==> src/rtl/mem_arb_pkg.sv <==
// Shared types and helpers for the data-memory port arbiter.
// Tags travel alongside memory reads so each returning line can be routed back.
package mem_arb_pkg;

    localparam int LINE_BYTES = 16;
    localparam int LANES      = 4;

    typedef enum logic {
        OWN_SB = 1'b0,
        OWN_IF = 1'b1
    } owner_e;

    typedef enum logic {
        IDLE  = 1'b0,
        BURST = 1'b1
    } state_e;

    typedef struct packed {
        logic       valid;
        owner_e     owner;
        logic [1:0] lane;
        logic       last;
    } rsp_tag_t;

    function automatic logic [31:0] lane_word(input logic [127:0] line, input logic [1:0] lane);
        return line[32*lane +: 32];
    endfunction

    function automatic logic [15:0] lane_strobe(input logic [3:0] mask, input logic [1:0] lane);
        return {12'b0, mask} << {lane, 2'b00};
    endfunction

endpackage

==> src/rtl/mem_port_arbiter_rsp_tag_pipe.sv <==
// Delay line for read tags; the last stage lines up with mem_rdata.
// Async clear drops every in-flight read on reset.
module rsp_tag_pipe
    import mem_arb_pkg::*;
#(
    parameter int DEPTH = 2
) (
    input  logic     clk,
    input  logic     rst,
    input  rsp_tag_t tag_in,
    output rsp_tag_t tag_out
);

    rsp_tag_t stage [DEPTH];

    always_ff @(posedge clk or posedge rst) begin
        if (rst) begin
            for (int i = 0; i < DEPTH; i++) begin
                stage[i] <= '0;
            end
        end else begin
            stage[0] <= tag_in;
            for (int i = 1; i < DEPTH; i++) begin
                stage[i] <= stage[i-1];
            end
        end
    end

    assign tag_out = stage[DEPTH-1];

endmodule

==> src/rtl/mem_port_arbiter.sv <==
// Round-robin arbiter sharing one 128-bit memory port between the 32-bit
// system bus and the accelerator line interface (with read bursts).
//
// state    | meaning
// ST_IDLE  | accept one request per cycle, round-robin on ties
// ST_BURST | issue remaining beats of an interface read burst; ready held low
module mem_port_arbiter
    import mem_arb_pkg::*;
#(
    parameter int MEM_AW = 10,
    parameter int RD_LAT = 1
) (
    input  logic              clk,
    input  logic              rst,

    input  logic              sb_req_valid,
    output logic              sb_req_ready,
    input  logic              sb_we,
    input  logic [31:0]       sb_addr,
    input  logic [3:0]        sb_mask,
    input  logic [31:0]       sb_wdata,
    output logic              sb_rsp_valid,
    output logic [31:0]       sb_rdata,

    input  logic              if_req_valid,
    output logic              if_req_ready,
    input  logic              if_we,
    input  logic [31:0]       if_addr,
    input  logic [3:0]        if_len,
    input  logic [127:0]      if_wdata,
    output logic              if_rsp_valid,
    output logic              if_rsp_last,
    output logic [127:0]      if_rdata,

    output logic              mem_en,
    output logic [15:0]       mem_we,
    output logic [MEM_AW-1:0] mem_addr,
    output logic [127:0]      mem_wdata,
    input  logic [127:0]      mem_rdata
);

    localparam logic [0:0] ST_IDLE  = 1'b0;
    localparam logic [0:0] ST_BURST = 1'b1;

    logic [0:0]        state;
    owner_e            last_grant;
    logic [3:0]        beats_left;
    logic [MEM_AW-1:0] burst_addr;

    logic              in_idle;
    logic              sb_win;
    logic              if_win;

    logic              cmd_en;
    logic [15:0]       cmd_we;
    logic [MEM_AW-1:0] cmd_addr;
    logic [127:0]      cmd_wdata;
    rsp_tag_t          tag_in;
    rsp_tag_t          tag_out;

    logic              sb_hit;
    logic              if_hit;

    logic              unused_addr_bits;
    assign unused_addr_bits = ^{sb_addr[31:MEM_AW+4], sb_addr[1:0],
                                if_addr[31:MEM_AW+4], if_addr[3:0]};

    // Ready must read low while reset is held even though the state is already IDLE.
    assign in_idle = !rst && (state == ST_IDLE);
    assign sb_win  = sb_req_valid && (!if_req_valid || last_grant == OWN_IF);
    assign if_win  = if_req_valid && (!sb_req_valid || last_grant == OWN_SB);

    assign sb_req_ready = in_idle && sb_win;
    assign if_req_ready = in_idle && if_win;

    always_comb begin
        cmd_en    = 1'b0;
        cmd_we    = '0;
        cmd_addr  = '0;
        cmd_wdata = '0;
        tag_in    = '0;
        if (sb_req_ready) begin
            cmd_en       = 1'b1;
            cmd_addr     = sb_addr[MEM_AW+3:4];
            cmd_wdata    = {LANES{sb_wdata}};
            cmd_we       = sb_we ? lane_strobe(sb_mask, sb_addr[3:2]) : 16'h0000;
            tag_in.valid = !sb_we;
            tag_in.owner = OWN_SB;
            tag_in.lane  = sb_addr[3:2];
            tag_in.last  = 1'b1;
        end else if (if_req_ready) begin
            cmd_en       = 1'b1;
            cmd_addr     = if_addr[MEM_AW+3:4];
            cmd_wdata    = if_wdata;
            cmd_we       = if_we ? 16'hFFFF : 16'h0000;
            tag_in.valid = !if_we;
            tag_in.owner = OWN_IF;
            tag_in.last  = if_we || (if_len == 4'd0);
        end else if (state == ST_BURST) begin
            cmd_en       = 1'b1;
            cmd_addr     = burst_addr;
            tag_in.valid = 1'b1;
            tag_in.owner = OWN_IF;
            tag_in.last  = (beats_left == 4'd1);
        end
    end

    always_ff @(posedge clk or posedge rst) begin
        if (rst) begin
            state      <= ST_IDLE;
            last_grant <= OWN_IF;
            beats_left <= '0;
            burst_addr <= '0;
            mem_en     <= 1'b0;
            mem_we     <= '0;
            mem_addr   <= '0;
            mem_wdata  <= '0;
        end else begin
            mem_en    <= cmd_en;
            mem_we    <= cmd_we;
            mem_addr  <= cmd_addr;
            mem_wdata <= cmd_wdata;

            if (sb_req_ready) begin
                last_grant <= OWN_SB;
            end else if (if_req_ready) begin
                last_grant <= OWN_IF;
            end

            case (state)
                ST_IDLE: begin
                    if (if_req_ready && !if_we && (if_len != 4'd0)) begin
                        state      <= ST_BURST;
                        beats_left <= if_len;
                        burst_addr <= if_addr[MEM_AW+3:4] + 1'b1;
                    end
                end
                ST_BURST: begin
                    // Line address wraps naturally at the top of memory.
                    burst_addr <= burst_addr + 1'b1;
                    beats_left <= beats_left - 4'd1;
                    if (beats_left == 4'd1) begin
                        state <= ST_IDLE;
                    end
                end
                default: state <= ST_IDLE;
            endcase
        end
    end

    rsp_tag_pipe #(
        .DEPTH (RD_LAT + 1)
    ) u_tag_pipe (
        .clk     (clk),
        .rst     (rst),
        .tag_in  (tag_in),
        .tag_out (tag_out)
    );

    assign sb_hit = tag_out.valid && (tag_out.owner == OWN_SB);
    assign if_hit = tag_out.valid && (tag_out.owner == OWN_IF);

    always_ff @(posedge clk or posedge rst) begin
        if (rst) begin
            sb_rsp_valid <= 1'b0;
            sb_rdata     <= '0;
            if_rsp_valid <= 1'b0;
            if_rsp_last  <= 1'b0;
            if_rdata     <= '0;
        end else begin
            sb_rsp_valid <= sb_hit;
            if_rsp_valid <= if_hit;
            if_rsp_last  <= if_hit && tag_out.last;
            if (sb_hit) begin
                sb_rdata <= lane_word(mem_rdata, tag_out.lane);
            end
            if (if_hit) begin
                if_rdata <= mem_rdata;
            end
        end
    end

endmodule

==> config.mk <==
export PLATFORM = sky130hd
export DESIGN_NAME = mem_port_arbiter
export DESIGN_NICKNAME = d
export VERILOG_FILES = /design/src/rtl/mem_arb_pkg.sv /design/src/rtl/mem_port_arbiter_rsp_tag_pipe.sv /design/src/rtl/mem_port_arbiter.sv
export SDC_FILE = /design/constraint.sdc
export NUM_CORES = 1
export LEC_CHECK = 0
export ABC_AREA = 1
export BUFFER_PORTS_ARGS = -buffer_cell sky130_fd_sc_hd__buf_2
export CAP_MARGIN = 20
export CORE_AREA = 3 3 263 265
export DETAILED_ROUTE_END_ITERATION = 8
export DIE_AREA = 0 0 266 268
export PLACE_DENSITY = 0.42
export SYNTH_ARGS = -nofsm -noshare
export SYNTH_HDL_FRONTEND = slang
export SYNTH_SLANG_ARGS = --single-unit
==> constraint.sdc <==
create_clock -name clk -period 24.8 [get_ports clk]
set_input_delay 1.24 -clock clk [delete_from_list [all_inputs] [get_ports clk]]
set_output_delay 1.24 -clock clk [all_outputs]
set_load 0.05 [all_outputs]
==> results.sh, run 1 <==
export IMPL_syn_avg_cell_area_um2=9.02
export IMPL_critPathMaxFanout=14
export IMPL_cp_required_ns=23.56
export IMPL_critPathSlowestCell="nand3_1"
export IMPL_cp_common_cell="buf_2"
export IMPL_crit_path_end_kind="output port"
export IMPL_grt_start_max_net_pins=147
export IMPL_cts_root_buf="clkbuf_16"
export IMPL_nets=2487
export IMPL_dpl_cell_count=2945
export IMPL_synth_distinct_cells=30
export IMPL_slew_violations=0
export IMPL_cts_tree="done"
export IMPL_finClkSkew_ns=0.0170
export IMPL_synth_edff_count=0
export IMPL_avgViaCountPerCell=4.17
export IMPL_drt_iter0_drc=702
export IMPL_crit_path_start_kind="input port"
export IMPL_place_congestion=0.858
export IMPL_die_area_mm2=0.0713
export IMPL_synth_compound_area_share_pct=10.0
export IMPL_maxCapViolCount=0
export IMPL_chipWidth_um=266
export IMPL_vdd_drop_max_uv=49.8
export IMPL_crit_path_start="rst"
export IMPL_cts_setup_buffers=0
export IMPL_clockBufferDepth=3
export IMPL_cts_buffers=43
export IMPL_cts_resized_gates=0
export IMPL_rsz0062_at_grt="false"
export IMPL_grt_pass1_vias=12900
export IMPL_worstMarginPinSlew_ns=1.00
export IMPL_fmax_mhz=260
export IMPL_synth_simple_area_share_pct=20.8
export IMPL_outcome="completed"
export IMPL_ioPinCount=686
export IMPL_path_class="in -> out"
export IMPL_synth_mux_area_share_pct=0
export IMPL_final_area_mm2=0.0190
export IMPL_synth_most_common_cell="nand2_1"
export IMPL_synth_xor_area_share_pct=0.194
export IMPL_synth_top_area_share_pct=63.5
export IMPL_ys_flop_type="dfrtp_1"
export IMPL_cp_top_family="simple AND/OR/NAND/NOR gates"
export IMPL_cts_hold_buf=0
export IMPL_chipHeight_um=268
export IMPL_critical_path_arrival_ns=2.60
export IMPL_vias=12600
export IMPL_synth_top_family_by_area="simple AND/OR/NAND/NOR gates"
export IMPL_grt_usage_pct=15.2
export IMPL_leakagePower_nw=10.8
export IMPL_ys_async_sr_fraction_pct=100
export IMPL_placed_cell_area_mm2=0.0176
export IMPL_setup_viol=0
export IMPL_drive_gt1_share_pct=34.0
export IMPL_final_cell_count_no_fill=3020
export IMPL_path_clk_slew_ns=0.06
export IMPL_antenna_found_initial=10
export IMPL_routed_wl_mm=56.7
export IMPL_cts_max_level=2
export IMPL_cts_sinks=344
export IMPL_power_density_mw_per_mm2=144
export IMPL_synth_warnings=0
export IMPL_seq_area_frac_synth_pct=63.6
export IMPL_min_from="u_tag_pipe.stage[9]$_DFF_PP0_"
export IMPL_syn_area_mm2=0.0135
export IMPL_critPathMaxStageDelay_ns=0.56
export IMPL_synth_top_area_cell="dfrtp_1"
export IMPL_portBuffers=643
export IMPL_finalSetupTns_ns=0
export IMPL_hold_class="reg -> reg"
export IMPL_gr_total_overflow=0
export IMPL_rows=95
export IMPL_synthCells=1499
export IMPL_place_hpwl_mm=42.4
export IMPL_clock_latency_ns=0.55
export IMPL_hold_slack_ns=0.349
export IMPL_netlist_top_cells_area="dfrtp_1 (63%), nand2_1 (17%), o21ai_0 (5.2%), a21oi_1 (2.6%), inv_1 (2.4%)"
export IMPL_period_minus_slack_ns=3.84
export IMPL_syn_to_final_growth_pct=40.2
export IMPL_route_detailed_drc=0
export IMPL_r2r_start="state$_DFF_PP0_"
export IMPL_synth_common_cells="nand2_1 (629), dfrtp_1 (343), o21ai_0 (140)"
export IMPL_synth_nets=1868
export IMPL_initial_core_util_pct=20.2
export IMPL_path_cells="buf_2, nor2_1, nand3_1, inv_2, buf_2"
export IMPL_crit_buf_inv=3
export IMPL_ys_ff_latch=344
export IMPL_relSlewSlack_pct=33.3
export IMPL_detail_route_wl_per_cell_um=18.8
export IMPL_synth_adder_area_share_pct=0.277
export IMPL_fin_crit_sh_pct=15.5
export IMPL_core_mm2=0.0670
export IMPL_finalHoldViolCount=0
export IMPL_antenna_left=0
export IMPL_first_pass_iters=5
export IMPL_grt_pass1_wl_mm=82.6
-- kinds of logic after synthesis --
kind of cell | count (synthesis)
buffers and inverters | 172
adders and majority gates | 3
xor gates and xnor gates | 3
AOI/OAI and AO/OA | 256
and+or+nand+nor | 721
DFF | 344
-- flip-flops by register name, indices dropped and copies added, names as in the netlist --
| signal | cells |
|---|---|
| state | 1 |
| mem_we | 16 |
| sb_rsp_valid | 1 |
| mem_wdata | 128 |
| sb_rdata | 32 |
| burst_addr | 10 |
| u_tag_pipe.stage | 5 |
| last_grant | 1 |
| if_rsp_last | 1 |
| mem_en | 1 |
| if_rsp_valid | 1 |
| mem_addr | 10 |
| if_rdata | 128 |
| u_tag_pipe.tag_out | 5 |
| beats_left | 4 |
-- report_power, final --
group,switching [mW],internal (mW),leakage [nW]
combinational,1.02,0.261,5.77
clock,0.243,0.356,0.641
sequential,0.0922,0.754,4.38
total,1.35,1.37,10.8
-- worst paths after layout --
kind	end	slack, ns	cells after the start
max	sb_req_ready	20.96	5
min	u_tag_pipe.tag_out[4]$_DFF_PP0_	0.35	0
max reg2reg	mem_we[12]$_DFF_PP0_	21.69	6
min reg2reg	u_tag_pipe.tag_out[4]$_DFF_PP0_	0.35	0
max in group asynchronous	if_rsp_valid$_DFF_PP0_	22.28	3
min in group asynchronous	mem_addr[5]$_DFF_PP0_	0.89	2
-- final cells by class --
cell class,instances,area (µm²)
fill,7355,48100
sequential,344,8610
multi-input combinational,983,4240
timing repair buffer,657,3360
clock buffer,67,1260
tap,873,1090
inverter,89,342
clock inverter,5,53.8
antenna,2,5.00
-- per-layer routing --
metal  share of wire [%]  wire length, µm  GRT usage, %  vias to the layer above
met5               0.095               54             0                        -
li1                    -                -             -                     5981
met4                 2.6             1500          4.45                        8
met3                  10             5950          6.38                       84
met2                  47            26600          25.1                      548
met1                  40            22600          18.2                     5981
-- cell usage in the layout (no fill, tap or decap), types with 2 or more instances in the layout --
| cell type | synthesis | layout |
|---|---|---|
| o211ai_1 | 2 | 2 |
| o31ai_1 | 8 | 8 |
| clkinv_2 | 0 | 3 |
| nand2_2 | 3 | 3 |
| a21oi_1 | 70 | 70 |
| a31oi_1 | 32 | 32 |
| nor2_4 | 1 | 2 |
| clkbuf_8 | 0 | 5 |
| buf_2 | 22 | 643 |
| o21ai_0 | 140 | 140 |
| clkbuf_16 | 0 | 45 |
| clkbuf_1 | 42 | 17 |
| nand2_1 | 629 | 628 |
| buf_4 | 4 | 12 |
| nand3_1 | 36 | 36 |
| dfrtp_1 | 343 | 342 |
| xnor2_1 | 2 | 2 |
| o21bai_1 | 2 | 2 |
| inv_1 | 86 | 84 |
| diode_2 | 0 | 2 |
| inv_2 | 3 | 4 |
| ha_1 | 3 | 3 |
| nor2_1 | 46 | 45 |
-- through the flow --
stage | utilization [%] | setup slack [ns] | total power [mW]
6_report | 28.3 | 20.96 | 2.73
5_1_grt | 28.3 | 20.89 | 2.89
4_1_cts | 28.2 | 20.98 | 2.77
3_5_place_dp | 26.3 | 20.98 | 2.15
3_3_place_gp | 26.3 | 20.95 | 2.14
2_1_floorplan | - | 14.02 | 1.78
No activity file was read; power rests on OpenSTA's default activity.
==> run 2: changes to the inputs <==
PLACE_DENSITY = 0.43   (was 0.42)
clock period = 3.2 ns   (was 24.8 ns; I/O delays follow)
==> run 2 against run 1 <==
- final cell count is 14% higher
- global-route usage grew 1.1 points
- sequential power grew to 7.8 times the previous value
- register-to-register slack got worse by 21 ns
- count of clock-buffer cells in the layout is 7 lower
- critical path depth increased by 3
- core utilization up 6.6 points
- clock power increased to 8.0 times the previous value
- largest power group unchanged
- highest routed layer unchanged
==> results.sh, run 2 (synthesis gave the netlist of run 1 again) <==
export IMPL_rows=95
export IMPL_vias=14400
export IMPL_finalHoldViolCount=0
export IMPL_nets=2917
export IMPL_final_util_pct=34.9
export IMPL_min_delay_path_depth=3
export IMPL_cts_setup_buffers=0
export IMPL_path_class="reg -> reg"
export IMPL_grt_start_max_net_pins=157
export IMPL_fin_crit_sh_pct=87.2
export IMPL_cts_sinks=344
export IMPL_fillCellCount=6933
export IMPL_drt_iter0_drc=712
export IMPL_chipWidth_um=266
export IMPL_placed_cell_area_mm2=0.0178
export IMPL_avgViaCountPerCell=4.16
export IMPL_setup_viol=0
export IMPL_outcome="completed"
export IMPL_syn_to_final_growth_pct=72.7
export IMPL_core_mm2=0.0670
export IMPL_detail_route_wl_per_cell_um=17.6
export IMPL_cts_buffers=43
export IMPL_crit_path_start_kind="register"
export IMPL_period_minus_slack_ns=2.79
export IMPL_most_common_layout_cells="buf_2 (643), nand2_1 (628), dlygate4sd3_1 (421), dfrtp_1 (342), o21ai_0 (140)"
export IMPL_vdd_drop_max_uv=481
export IMPL_cts_max_level=2
export IMPL_routed_wl_mm=60.7
export IMPL_crit_path_end_kind="register"
export IMPL_critPathMaxFanout=93
export IMPL_place_hpwl_mm=44.0
export IMPL_grt_use_met2_pct=27.7
export IMPL_min_from="sb_wdata[4]"
export IMPL_route_detailed_drc=0
export IMPL_use_met3_pct=5.67
export IMPL_power_density_mw_per_mm2=944
export IMPL_gr_total_overflow=0
export IMPL_slew_violations=0
export IMPL_grt_pass1_wl_mm=89.8
export IMPL_antenna_left=0
export IMPL_final_area_mm2=0.0234
export IMPL_drive_gt1_share_pct=29.0
export IMPL_reg2reg_to="mem_wdata[12]$_DFF_PP0_"
export IMPL_ioPinCount=686
export IMPL_worst_r2r_cell_count=8
export IMPL_relSlewSlack_pct=35.2
export IMPL_cts_root_buf="clkbuf_16"
export IMPL_cp_required_ns=3.67
export IMPL_clock_latency_ns=0.55
export IMPL_worstHoldEndpoint="mem_wdata[100]$_DFF_PP0_"
export IMPL_worstMarginPinSlew_ns=0.972
export IMPL_portBuffers=643
export IMPL_gr_max_usage_layer="met2"
export IMPL_clockBufferDepth=3
export IMPL_antenna_found_initial=12
export IMPL_first_pass_iters=5
export IMPL_maxCapViolCount=0
export IMPL_grt_usage_pct=16.3
export IMPL_largestRegisters="if_rdata (128), mem_wdata (128), sb_rdata (32)"
export IMPL_r2r_start="state$_DFF_PP0_"
export IMPL_critical_path_arrival_ns=3.26
export IMPL_fmax_mhz=358
export IMPL_cts_tree="done"
export IMPL_cts_hold_buf=421
export IMPL_grt_pass1_vias=15000
export IMPL_die_area_mm2=0.0713
export IMPL_initial_core_util_pct=20.2
export IMPL_reg2reg_slack_ns=0.41
export IMPL_hold_class="in -> reg"
export IMPL_leakagePower_nw=12.9
export IMPL_mostFrequentLayoutCell="buf_2"
export IMPL_cts_resized_gates=0
export IMPL_path_clk_slew_ns=0.06
export IMPL_use_met1_pct=19.2
export IMPL_chipHeight_um=268
export IMPL_finClkSkew_ns=0.0284
export IMPL_rsz0062_at_grt="false"
export IMPL_place_congestion=0.887
-- run 2: changes by cell type in the layout (fill, tap and decap cells not counted), sizes merged --
cell	delta
clkinv	+3
clkbuf	-7
dlygate4sd3	+421
diode	+5
buf	+9
bufinv	+1
clkinvlp	+3
-- run 2: cell type report --
cell class                      instances  area (µm²)  area share, %
Clock buffer                           60        1240           5.31
Sequential cell                       344        8610           36.9
Timing Repair Buffer                 1087        7690           32.9
Clock inverter                         12         130          0.557
Antenna cell                            7        17.5         0.0750
Inverter                               89         338           1.45
Tap cell                              873        1090           4.67
Multi-Input combinational cell        983        4240           18.2
-- run 2: worst max path at each step --
stage / from / end / slack, ns
6_report: state$_DFF_PP0_ / mem_wdata[12]$_DFF_PP0_ / 0.41
3_5_place_dp: state$_DFF_PP0_ / mem_wdata[5]$_DFF_PP0_ / 1.02
3_3_place_gp: state$_DFF_PP0_ / mem_wdata[5]$_DFF_PP0_ / 1.02
4_1_cts: state$_DFF_PP0_ / if_req_ready / 0.42
5_1_grt: state$_DFF_PP0_ / mem_wdata[12]$_DFF_PP0_ / 0.24
2_1_floorplan: rst / beats_left[0]$_DFFE_PP0P_ / -1.56
-- run 2: metal layers --
| metal | wire length (µm) | up-vias | part of all wire [%] |
|---|---|---|---|
| met1 | 24300 | 6830 | 40 |
| met2 | 28900 | 587 | 48 |
| li1 | - | 6849 | - |
| met3 | 5470 | 116 | 9.0 |
| met4 | 1970 | 4 | 3.2 |
| met5 | 28 | - | 0.046 |
-- run 2: worst max-delay path: stages (launching register included) --
cell and delay, ns:
dfrtp_1 0.57, nor2_1 0.24, inv_2 0.09, nor2_8 0.29
buf_12 0.34, buf_4 0.32, nand2_1 0.07, nand2_1 0.08
dlygate4sd3_1 0.57
-- run 2: report_power, final --
group,leakage (nW),internal (mW),total [mW],switching (mW)
Clock,0.672,2.85,4.78,1.93
Combinational,7.89,2.66,10.7,8.03
Sequential,4.38,5.84,6.59,0.753
Total,12.9,11.4,22.1,10.7
-- run 2: stage by stage --
step           setup slack, ns  total power, mW  setup TNS [ns]  cells  hold slack [ns]
2_1_floorplan            -1.56             13.8         -535.96   1499            0.270
3_3_place_gp              1.02             16.6               0   2955            0.288
3_5_place_dp              1.02             16.7               0   2955            0.290
4_1_cts                  0.420             22.3               0   3448         0.000452
5_1_grt                  0.240             23.3               0   3452           0.0171
6_report                 0.409             22.1               0   3455           0.0426
